--- config.mk ---
export PLATFORM = sky130hd
export DESIGN_NAME = mem_stage
export DESIGN_NICKNAME = d
export VERILOG_FILES = /design/src/rtl/mem_stage.sv
export SDC_FILE = /design/constraint.sdc
export NUM_CORES = 1
export LEC_CHECK = 0
export CORE_AREA = 4 4 80 82
export DETAILED_ROUTE_END_ITERATION = 7
export DIE_AREA = 0 0 84 86
export GPL_TIMING_DRIVEN = 0
export HOLD_SLACK_MARGIN = 0.12
export PLACE_DENSITY = 0.89
export SETUP_SLACK_MARGIN = 0.1
export SLEW_MARGIN = 20
export SYNTH_ARGS = -nofsm -noshare
export SYNTH_HDL_FRONTEND = slang
export SYNTH_SLANG_ARGS = --single-unit
export TNS_END_PERCENT = 20
--- constraint.sdc ---
create_clock -name clk -period 1.4 [get_ports clk]
set_input_delay 0.14 -clock clk [delete_from_list [all_inputs] [get_ports clk]]
set_output_delay 0.14 -clock clk [all_outputs]
set_load 0.02 [all_outputs]
--- src/rtl/mem_stage.sv ---
// Memory stage: variable-latency data-memory access plus the MEM/WB register.
// Optional watchdog that aborts unacknowledged accesses: define MEM_TIMEOUT_EN.

package mem_stage_pkg;

  typedef struct packed {
    logic [15:0] aluResult;
    logic [15:0] memData;
    logic [3:0]  wrReg;
    logic        halt;
    logic        regWrite;
    logic        memToReg;
  } memWb_t;

endpackage

module mem_stage
  import mem_stage_pkg::*;
#(
  parameter int unsigned TIMEOUT_CYCLES = 15
) (
  input  logic        clk,
  input  logic        rst_n,
  input  logic        valid_M,
  input  logic [15:0] alu_result_M,
  input  logic [15:0] store_data_M,
  input  logic [3:0]  wr_reg_M,
  input  logic        halt_M,
  input  logic        reg_write_M,
  input  logic        mem_to_reg_M,
  input  logic        mem_read_M,
  input  logic        mem_write_M,
  output logic        dmem_req,
  output logic        dmem_we,
  output logic [15:0] dmem_addr,
  output logic [15:0] dmem_wdata,
  input  logic        dmem_ack,
  input  logic [15:0] dmem_rdata,
  output logic        stall_M,
  output logic [38:0] W_out,
`ifdef MEM_TIMEOUT_EN
  output logic        mem_err,
`endif
  output logic        halted_M
);

  typedef enum logic {IDLE, WAIT} stateT;

  stateT  state;
  stateT  nextState;
  memWb_t wbQ;
  memWb_t wbNext;
  logic   haltedQ;
  logic   memOp;
  logic   complete;
  logic   loadBundle;
  logic   timeoutHit;

  // A memory op is never seen while in reset, so dmem_req drops with rst_n.
  assign memOp = rst_n && valid_M && !haltedQ && (mem_read_M || mem_write_M);

  assign dmem_addr  = alu_result_M;
  assign dmem_wdata = store_data_M;
  assign dmem_we    = dmem_req && mem_write_M;
  assign W_out      = wbQ;
  assign halted_M   = haltedQ;

`ifdef MEM_TIMEOUT_EN
  localparam int unsigned CNT_W = $clog2(TIMEOUT_CYCLES + 1);

  logic [CNT_W-1:0] waitCnt;
  logic             memErrQ;

  // The abort fires in the WAIT cycle that would bring the count to TIMEOUT_CYCLES.
  assign timeoutHit = (state == WAIT) && !dmem_ack &&
                      (waitCnt == CNT_W'(TIMEOUT_CYCLES - 1));
  assign mem_err    = memErrQ;

  always_ff @(posedge clk or negedge rst_n) begin
    if (!rst_n) begin
      waitCnt <= '0;
      memErrQ <= 1'b0;
    end else begin
      if (state == IDLE) begin
        waitCnt <= '0;
      end else if (!dmem_ack) begin
        waitCnt <= waitCnt + CNT_W'(1);
      end
      if (timeoutHit) begin
        memErrQ <= 1'b1;
      end
    end
  end
`else
  assign timeoutHit = 1'b0;
`endif

  always_ff @(posedge clk or negedge rst_n) begin
    if (!rst_n) begin
      state <= IDLE;
    end else begin
      state <= nextState;
    end
  end

  // Handshake, stall and completion decode.
  always_comb begin
    nextState = state;
    dmem_req  = 1'b0;
    stall_M   = 1'b0;
    complete  = 1'b0;
    case (state)
      IDLE: begin
        if (memOp) begin
          dmem_req = 1'b1;
          if (dmem_ack) begin
            complete = 1'b1;
          end else begin
            stall_M   = 1'b1;
            nextState = WAIT;
          end
        end else begin
          complete = 1'b1;
        end
      end
      WAIT: begin
        if (dmem_ack) begin
          dmem_req  = 1'b1;
          complete  = 1'b1;
          nextState = IDLE;
        end else if (timeoutHit) begin
          nextState = IDLE;
        end else begin
          dmem_req = 1'b1;
          stall_M  = 1'b1;
        end
      end
      default: nextState = IDLE;
    endcase
  end

  assign loadBundle = complete && valid_M && !haltedQ;

  // Next MEM/WB contents; anything that does not complete becomes a bubble.
  always_comb begin
    wbNext = '0;
    if (loadBundle) begin
      wbNext.aluResult = alu_result_M;
      wbNext.memData   = (mem_read_M && !mem_write_M) ? dmem_rdata : 16'h0000;
      wbNext.wrReg     = wr_reg_M;
      wbNext.halt      = halt_M;
      wbNext.regWrite  = reg_write_M;
      wbNext.memToReg  = mem_to_reg_M;
    end
  end

  always_ff @(posedge clk or negedge rst_n) begin
    if (!rst_n) begin
      wbQ     <= '0;
      haltedQ <= 1'b0;
    end else begin
      wbQ <= wbNext;
      if (wbNext.halt) begin
        haltedQ <= 1'b1;
      end
    end
  end

endmodule

# Word-level counts from Yosys, hierarchy flattened
# Cells that the tools add are included.
# totals
register_bits	41
inputBits	61
output_inout_bits	75
# classes
muxes	10
bitwise_logic	1
n_reduce_logical	10
# op_table
cell	n
$mux 39	1
$mux 16	1
$logic_and 1x1->1	7
$pmux 1 s2	3
$mux 1	5
$logic_not 1->1	2
$logic_or 1x1->1	1
$not 1->1	1

# Longest topological paths before layout
# Gate-level depths: netlist (run 1).
# depth
ltp_word	8
ltp_mapped	4
ltp_nobuf	2

# Least setup slack after synthesis (run 1)
# OpenSTA, ideal clock, no wires.
# synth_path
kind	reg-to-reg
startpoint	register haltedQ (netlist: halted_M)
endpoint	register wbQ, in the netlist W_out[13]
setup_ps	88
arrival_time_ps	1127
required_ps	1312
slack_ps	185
stages_incl_launch_ff	5
n_path_buf	2
cell_sequence	dfrtp_1 -> nand4bb_1 -> clkbuf_2 -> buf_2 -> nor3b_1
# synth_lines
item	line_no	source
start, declared	53	logic haltedQ;
start signal, assigned	160	haltedQ <= 1'b0;
start signal, assigned	164	haltedQ <= 1'b1;
end signal, assigned	162	wbQ <= wbNext;
end, declared	51	memWb_t wbQ;

# Worst setup path in the final report (run 1)
# layout_path
startpoint	register state
endpoint	output port stall_M
# layout_between
elab_chain_len	2
# layout_rtl
item	line_no	source
start, declared	49	stateT state;
start signal, assigned	102	state <= nextState;
$not 1->1	n/a	
$pmux 1 s2 *	112	case (state)
end, declared	39	output logic stall_M,
# Every way passes the cells marked *; elsewhere a longest branch is shown, timed or not.

==> run_results.csv, run 1 <==
group,metric,value,unit
critical_path,path_depth,4,
place,portBuffers,119,
grt,grt_start_max_net_pins,23,
critical_path,regToRegStartpoint,"state",
run_status,outcome,"finished, violations left",
route,drt_first_pass_iters,4,
clock_tree,cts.sinks,41,
clock_tree,cts_made_buffers,5,
floorplan,die-width,84,µm
layout,diodes,0,
sta,timing.final.ws_setup,-41.7,ps
sta,period_share,1.03,
route,drc_errors,0,
grt,grt_pass1_vias,1825,
critical_path,crit_buf_inv,2,
critical_path,r2r_end,"W_out[18]",
route,ant_nets,0,
layout,final_cell_mix,"clkdlybuf4s50_1 (55), dlygate4sd2_1 (54), buf_4 (43)",
layout,syn2layout_area_growth,85.1,%
sta,maxSlewViolCount,0,
critical_path,rrSetupSlack,-10,ps
sta,fmax,0.694,GHz
clock_tree,cts_root_buf,"clkbuf_8",
grt,antenna_found_initial,0,
synthesis,syn_avg_cell_area,12.5,µm²
synthesis,synth.yosys.seq_area_share,0.508,
clock_tree,cts_tree,"yes",
place,dpl.cell_count,356,
sta,slew_headroom,0.434,
pwr,powerDensity,711,nW/µm²
sta,setup_viol,4,
layout,multiInputGateArea,769,µm²
route,wl,5770,µm
synthesis,ys.flop_type,"dfrtp_1",
grt,top_usage_layer,"met2",
critical_path,startpoint_type,"flop",
sta,period_minus_slack,1440,ps
layout,nets,360,
sta,rsz0062_at_grt,"true",
floorplan,dieArea,7220,µm²
pwr,p_clk_frac,0.355,
floorplan,initial_core_util,0.351,
critical_path,max_stage_delay,400,ps
clock_tree,insertion_delay,290,ps
run_status,violations,"setup timing",
floorplan,rows,28,
critical_path,crit_path_end,"stall_M",
synthesis,async_flop_share,1.00,
synthesis,netlist_area,2020,µm²
place,gp_congestion,0.742,
place,dpl.hpwl,4240,µm
critical_path,crit_slowest_cell,"dfrtp_1",
clock_tree,path_clk_slew,80,ps
critical_path,critPathLaunch,"state",
critical_path,path_class,"reg2out",
pwr,p_comb_frac,0.200,
sta,tightest_slew,849,ps
clock_tree,cts.path.max_buffers,2,
critical_path,path_delay_family,"flip-flops",
min_path,min_path_type,"in2async",
synthesis,synthesis.nets,222,
synthesis,ys_seq_elements,41,
floorplan,coreArea,5750,µm²
grt,overflow,0,
pwr,p_sw_frac,0.243,
pwr,finalPower,0.00266,W
pwr,leakage,1.85,nW
layout,fin_cells,375,
critical_path,worst_setup_path_end_kind,"output pin",
synthesis,ys_types,23,
pwr,p_int,0.00201,W
synthesis,synth_cells,161,
route,drtIter0Drc,24,
grt,met3_usage,0.0615,
grt,gr-usage-met2,0.295,
sta,hold_viol,0,
grt,grtUsageMet1,0.154,
route,post_drt_wl_per_cell,15.4,µm
layout,drive_gt1_frac,0.357,
critical_path,cp.arrival,1300,ps
grt,grt_pass1_wl,8830,µm
synthesis,synth-warning-count,0,
layout,area.sequential,1030,µm²
layout,fillCellCount,465,
floorplan,die_h,86,µm
route,via_count,1697,
critical_path,cp_cell_sequence,"nor2b_4 > buf_8 > a41o_1 > buf_6",
pwr,switchingPower,0.000646,W
critical_path,worst-path-max-fanout,2,
run,drv_cap,0,
floorplan,io_pins,136,
pwr,seqPwrFrac,0.445,
critical_path,worstRegToRegCells,6,
sta,skew,6.71,ps
pwr,max-vdd-ir-drop,0.391,mV
route,via_per_inst,4.53,
synthesis,synth-edff-count,0,
grt,grt_use_total,0.155,
critical_path,required,1260,ps
layout,final_common_cell,"clkdlybuf4s50_1",
clock_tree,ctsHtreeMaxLevel,2,
cell families after synthesis:
kind of cell,share of synthesized area
simple gates,0.0812
flops,0.508
compound gates,0.204
buf+inv,0.207
synth_stat cells (2+ instances only):
| master | count | area, µm² |
|---|---|---|
| a2111oi_0 | 3 | 26.3 |
| a2111oi_2 | 18 | 270 |
| a2111oi_4 | 2 | 55.1 |
| buf_2 | 6 | 30.0 |
| buf_4 | 34 | 255 |
| buf_6 | 3 | 33.8 |
| dfrtp_1 | 41 | 1030 |
| inv_1 | 24 | 90.1 |
| nor3b_1 | 16 | 120 |
sequential cells by signal (all words and copies together), names as in the netlist:
name / cells
W_out: 39
state: 1
halted_M: 1
stage by stage:
step | utilization | worst slack (ps) | cell area (µm²) | setup TNS, ps | hold WS [ps]
final | 0.651 | -41.7 | 3740 | -67.0 | 295
after global routing | 0.651 | -106 | 3740 | -681 | 364
after CTS | 0.615 | -53.1 | 3530 | -53.1 | 364
after detailed placement | 0.579 | -857 | 3330 | -7920 | 162
after global placement | 0.575 | -2110 | 3300 | -101400 | 561
after floorplan | - | 185 | 2020 | 0 | -156
power groups by stage:
stage / clock network, W / registers [W] / logic [W]
after floorplan: 0 / 0.00121 / 0.000219
after global placement: 0 / 0.00121 / 0.000479
after detailed placement: 0 / 0.00121 / 0.000493
after CTS: 0.000974 / 0.00118 / 0.000504
after global routing: 0.00102 / 0.00118 / 0.000568
final: 0.000944 / 0.00118 / 0.000532
worst register-to-register path: stages, from the launching register on:
cell	delay, ps
dfrtp_1	400
buf_4	140
buf_6	110
o21ba_2	210
buf_6	140
buf_12	140
nor3b_4	180
per-layer routing:
layer	vias to the layer above	wire length, µm
met5	-	0
met4	0	63
met3	5	535
met2	91	3150
met1	808	2010
li1	793	-
repair_timing:
action / in CTS / in global routing
pin swaps: 4 / 14
cloned: 0 / 1
gates resized for setup: 99 / 26
hold buffers: 3 / 1
setup endpoints to repair: 72 / 51
hold endpoints to repair: 41 / 22
setup buffers: 5 / 1
layout make-up:
class | instances | area share
Buffer | 44 | 0.101
Inverter | 25 | 0.0251
Tap cell | 75 | 0.0251
Clock inverter | 2 | 0.0104
Timing Repair Buffer | 131 | 0.339
Multi-Input combinational cell | 51 | 0.206
Clock buffer | 6 | 0.0194
Sequential cell | 41 | 0.274
worst min-delay path by stage:
stage | start | to
2_1_floorplan | rst_n | W_out[0]
3_3_place_gp | state | halted_M
3_5_place_dp | rst_n | W_out[12]
4_1_cts | reg_write_M | W_out[1]
5_1_grt | rst_n | W_out[5]
6_report | rst_n | W_out[4]
Note: power is estimated with default switching activity, not from simulation.
==> inputs of run 2 (changes only) <==
- SLEW_MARGIN: 20 -> default
- clock period: 1.4 -> 1.64 ns (I/O delays scaled with it)
==> run_results.csv, run 2 (synthesis gave the netlist of run 1 again) <==
group,metric,value,unit
clock_tree,cts_made_buffers,5,
place,portBuffers,119,
clock_tree,cts_root_buf,"clkbuf_8",
sta,fmax,0.645,GHz
pwr,max-vdd-ir-drop,0.316,mV
floorplan,initial_core_util,0.351,
place,dpl.hpwl,4240,µm
layout,fillCellCount,469,
layout,stdcell_area,3590,µm²
layout,final_common_cell,"clkdlybuf4s50_1",
grt,grt_start_max_net_pins,23,
layout,diodes,0,
route,via_per_inst,4.52,
layout,drive_gt1_frac,0.302,
route,route.met3.wl,497,µm
sta,rsz0062_at_grt,"true",
critical_path,worst_setup_path_end_kind,"output pin",
clock_tree,path_clk_slew,80,ps
floorplan,rows,28,
route,routed.top_layer,"met4",
route,drtIter0Drc,19,
layout,area.sequential,1030,µm²
pwr,powerDensity,630,nW/µm²
critical_path,r2r_end,"W_out[18]",
route,drc_errors,0,
grt,grt_pass1_vias,1788,
layout,syn2layout_area_growth,77.9,%
layout,final_cell_mix,"clkdlybuf4s50_1 (112), buf_4 (42), dfrtp_1 (40)",
layout,multiInputGateArea,581,µm²
route,post_drt_wl_per_cell,14.6,µm
sta,period_share,0.945,
grt,overflow,0,
floorplan,coreArea,5750,µm²
sta,timing.final.ws_setup,89.8,ps
run,drv_cap,0,
route,via_count,1701,
critical_path,startpoint_type,"flop",
floorplan,die-width,84,µm
place,gp_congestion,0.742,
route,wl,5470,µm
grt,grt_pass1_wl,8510,µm
floorplan,die_h,86,µm
clock_tree,ctsHtreeMaxLevel,2,
critical_path,rrSetupSlack,260,ps
route,wl_met2,2930,µm
place,place_area,3330,µm²
sta,skew,6.73,ps
critical_path,worstRegToRegCells,5,
pwr,leakage,1.61,nW
clock_tree,insertion_delay,290,ps
critical_path,regToRegStartpoint,"state",
sta,setup_viol,0,
min_path,min_path_type,"in2async",
floorplan,io_pins,136,
critical_path,required,1480,ps
sta,tightest_slew,963,ps
clock_tree,cts.path.max_buffers,2,
critical_path,cp.arrival,1390,ps
layout,largest_register_ffs,39,
floorplan,dieArea,7220,µm²
route,ant_nets,0,
place,pre_cts_ws,-665,ps
grt,grt_use_total,0.150,
sta,maxSlewViolCount,0,
grt,antenna_found_initial,0,
sta,hold_viol,0,
run_status,outcome,"completed",
route,drt_first_pass_iters,5,
sta,slew_headroom,0.358,
critical_path,path_class,"reg2out",
layout,nets,361,
route,wirelength_met1,1990,µm
layout,post-route-util,0.625,
clock_tree,cts_tree,"yes",
clock_tree,cts.sinks,41,
critical_path,worst-path-max-fanout,10,
sta,period_minus_slack,1550,ps
[run 2: cell count changes in the layout (fill, tap and decap cells not counted), moves of 3 or more]
| cell | previous run | this run |
|---|---|---|
| buf_6 | 10 | 5 |
| nor3b_2 | 7 | 0 |
| nor3b_1 | 6 | 16 |
| nor3b_4 | 3 | 0 |
| a2111oi_4 | 11 | 2 |
| clkdlybuf4s50_1 | 55 | 112 |
| dlygate4sd2_1 | 54 | 2 |
| a2111oi_2 | 9 | 18 |
[run 2: worst max path at each step]
stage / from / end / slack (ps) / depth (start not counted)
floorplan: state / stall_M / 420 / 3
global placement: rst_n / stall_M / -1920 / 5
detailed placement: rst_n / stall_M / -670 / 6
CTS: state / stall_M / 7 / 4
global route: state / stall_M / 40 / 4
finish: state / stall_M / 90 / 4
[run 2: where the power goes]
group | switching [W] | internal [W] | total, W
clock network | 0.000348 | 0.000457 | 0.000805
logic | 0.000186 | 0.000262 | 0.000448
registers | 0 | 0.00101 | 0.00101
[run 2: through the flow]
step | power [W] | TNS [ps] | hold slack [ps] | std cells
final | 0.00226 | 0 | 359 | 376
after global routing | 0.00235 | 0 | 353 | 376
after CTS | 0.00228 | 0 | 388 | 368
after detailed placement | 0.00145 | -1590 | 186 | 356
after global placement | 0.00144 | -82300 | 561 | 355
after floorplan | 0.00122 | 0 | -132 | 161
[run 2: worst max-delay path, stage by stage, from the launching register on]
cell and delay (ps):
dfrtp_2 430, nor2b_4 150, buf_8 160, a41o_1 230, buf_6 140
[run 2: repair_timing]
action,in CTS,in global routing
setup buffers,0,8
gates resized for setup,18,8
hold buffers,4,0
pin swaps,1,1
setup endpoints to repair,3,28
hold endpoints to repair,41,0
[run 2: final cells by class]
cell class,instances,share of cell area
repair buffers,132,0.374
flip-flops and latches,41,0.286
multi-input cells,51,0.162
plain buffers,44,0.0951
inverters,25,0.0261
well taps,75,0.0261
clock buffers,6,0.0202
clock inverters,2,0.0108
[run 2: per-layer routing]
metal / GRT usage / vias up
met2: 0.283 / 92
met3: 0.0567 / 4
li1: - / 803
met5: 0 / -
met1: 0.152 / 802
met4: 0.0482 / 0
==> inputs of run 3 (changes only) <==
- PLACE_DENSITY: 0.89 -> 0.79
==> run_results.csv, run 3 (synthesis gave the netlist of run 1 again) <==
group,metric,value,unit
critical_path,cp.arrival,1360,ps
critical_path,path_class,"in2out",
clock_tree,cts.sinks,41,
run_status,outcome,"completed",
route,via_per_inst,4.51,
critical_path,critPathMostFrequentCell,"clkdlybuf4s50_1",
layout,fin_cells,371,
pwr,p_sw_frac,0.240,
floorplan,io_pins,136,
clock_tree,ctsHtreeMaxLevel,2,
sta,period_share,0.926,
place,dpl.hpwl,4130,µm
layout,drive_gt1_frac,0.287,
route,drt_first_pass_iters,4,
place,gp_congestion,0.724,
layout,largest_register_ffs,39,
critical_path,regToRegStartpoint,"state",
sta,finalSetupTns,0,ps
sta,hold_viol,0,
route,ant_nets,0,
place,pre_cts_ws,-571,ps
clock_tree,cts_tree,"yes",
min_path,min_path_type,"in2reg",
clock_tree,insertion_delay,290,ps
sta,maxSlewViolCount,0,
critical_path,worst_setup_path_end_kind,"output pin",
critical_path,critPathLaunch,"alu_result_M[11]",
clock_tree,cts_root_buf,"clkbuf_8",
layout,final_cell_mix,"clkdlybuf4s50_1 (111), dfrtp_1 (41), buf_4 (39)",
floorplan,coreArea,5750,µm²
layout,fillCellCount,499,
place,dpl.cell_count,356,
sta,period_minus_slack,1520,ps
route,via_count,1675,
critical_path,path_delay_family,"buffers and inverters",
sta,slew_headroom,0.498,
critical_path,crit_slowest_cell,"clkdlybuf4s50_1",
critical_path,cp_cell_sequence,"clkdlybuf4s50_1 > buf_4 > clkdlybuf4s50_1",
clock_tree,path_clk_slew,70,ps
sta,rsz0062_at_grt,"true",
grt,grt_start_max_net_pins,29,
layout,nets,357,
floorplan,dieArea,7220,µm²
pwr,finalPower,0.00209,W
grt,grt_pass1_wl,8310,µm
floorplan,initial_core_util,0.351,
critical_path,startpoint_type,"input port",
min_path,worstHoldStart,"valid_M",
clock_tree,cts.path.max_buffers,2,
layout,diodes,0,
grt,antenna_found_initial,0,
critical_path,worst-path-max-fanout,2,
layout,final_common_cell,"clkdlybuf4s50_1",
route,wl,5300,µm
pwr,switchingPower,0.000501,W
critical_path,required,1480,ps
grt,grt_pass1_vias,1804,
sta,setup_viol,0,
pwr,seqPwrFrac,0.483,
place,portBuffers,119,
floorplan,rows,28,
pwr,p_comb_frac,0.204,
floorplan,die-width,84,µm
route,post_drt_wl_per_cell,14.3,µm
run,drv_cap,0,
sta,skew,8.76,ps
pwr,leakage,1.55,nW
pwr,p_int,0.00159,W
critical_path,crit_buf_inv,3,
pwr,powerDensity,598,nW/µm²
route,drc_errors,0,
layout,post-route-util,0.608,
pwr,p_clk_frac,0.312,
grt,grt_use_total,0.146,
clock_tree,cts_made_buffers,5,
critical_path,max_stage_delay,590,ps
sta,tightest_slew,750,ps
layout,syn2layout_area_growth,73.1,%
floorplan,die_h,86,µm
sta,timing.final.ws_setup,121,ps
route,drtIter0Drc,47,
pwr,max-vdd-ir-drop,0.301,mV
sta,fmax,0.658,GHz
grt,overflow,0,
## run 3: final cells by class
class	count	area (µm²)	area share
clock buffer	7	86.3	0.0247
sequential	41	1030	0.293
buffer	44	338	0.0966
timing repair buffer	128	1280	0.365
tap	75	93.8	0.0268
inverter	25	93.8	0.0268
multi-input combinational	51	581	0.166
## run 3: routing by layer
metal / global-route usage / part of all wire
met2: 0.256 / 0.51
met1: 0.160 / 0.38
met3: 0.0538 / 0.094
met5: 0 / 0
met4: 0.0599 / 0.022
## run 3: path summary, 6_finish.rpt
path                                      end  slack, ps  cells past startpoint
worst max-delay path            dmem_addr[11]        120                      3
worst min-delay path                 halted_M        400                      3
worst max register to register      W_out[19]        300                      5
worst min register to register       halted_M        620                      2
max in group asynchronous           W_out[35]        690                      2
min in group asynchronous           W_out[26]        480                      2
## run 3: worst register-to-register path, stage by stage, from the launching register on
cell     delay (ps)
dfrtp_1         390
buf_4           150
o21ba_2         200
buf_2           160
buf_6           150
nor3b_1         210
## run 3: stage by stage
step | hold slack [ps] | cell area (µm²)
detailed placement | 121 | 3320
floorplan | -132 | 2020
global placement | 563 | 3300
finish | 398 | 3500
CTS | -268 | 3430
global route | 429 | 3500
## run 3: repair_timing
action,CTS,global route
pin swaps,1,0
gates resized for setup,19,3
setup buffers,3,2
hold endpoints to repair,41,41
endpoints found under the setup margin,3,8
## run 3: power by group through the flow
stage | registers [W] | logic [W] | clock network [W]
after floorplan | 0.00103 | 0.000187 | 0
after global placement | 0.00103 | 0.000409 | 0
after detailed placement | 0.00103 | 0.000418 | 0
after CTS | 0.00101 | 0.000422 | 0.000677
after global routing | 0.00101 | 0.000459 | 0.000714
final | 0.00101 | 0.000427 | 0.000653
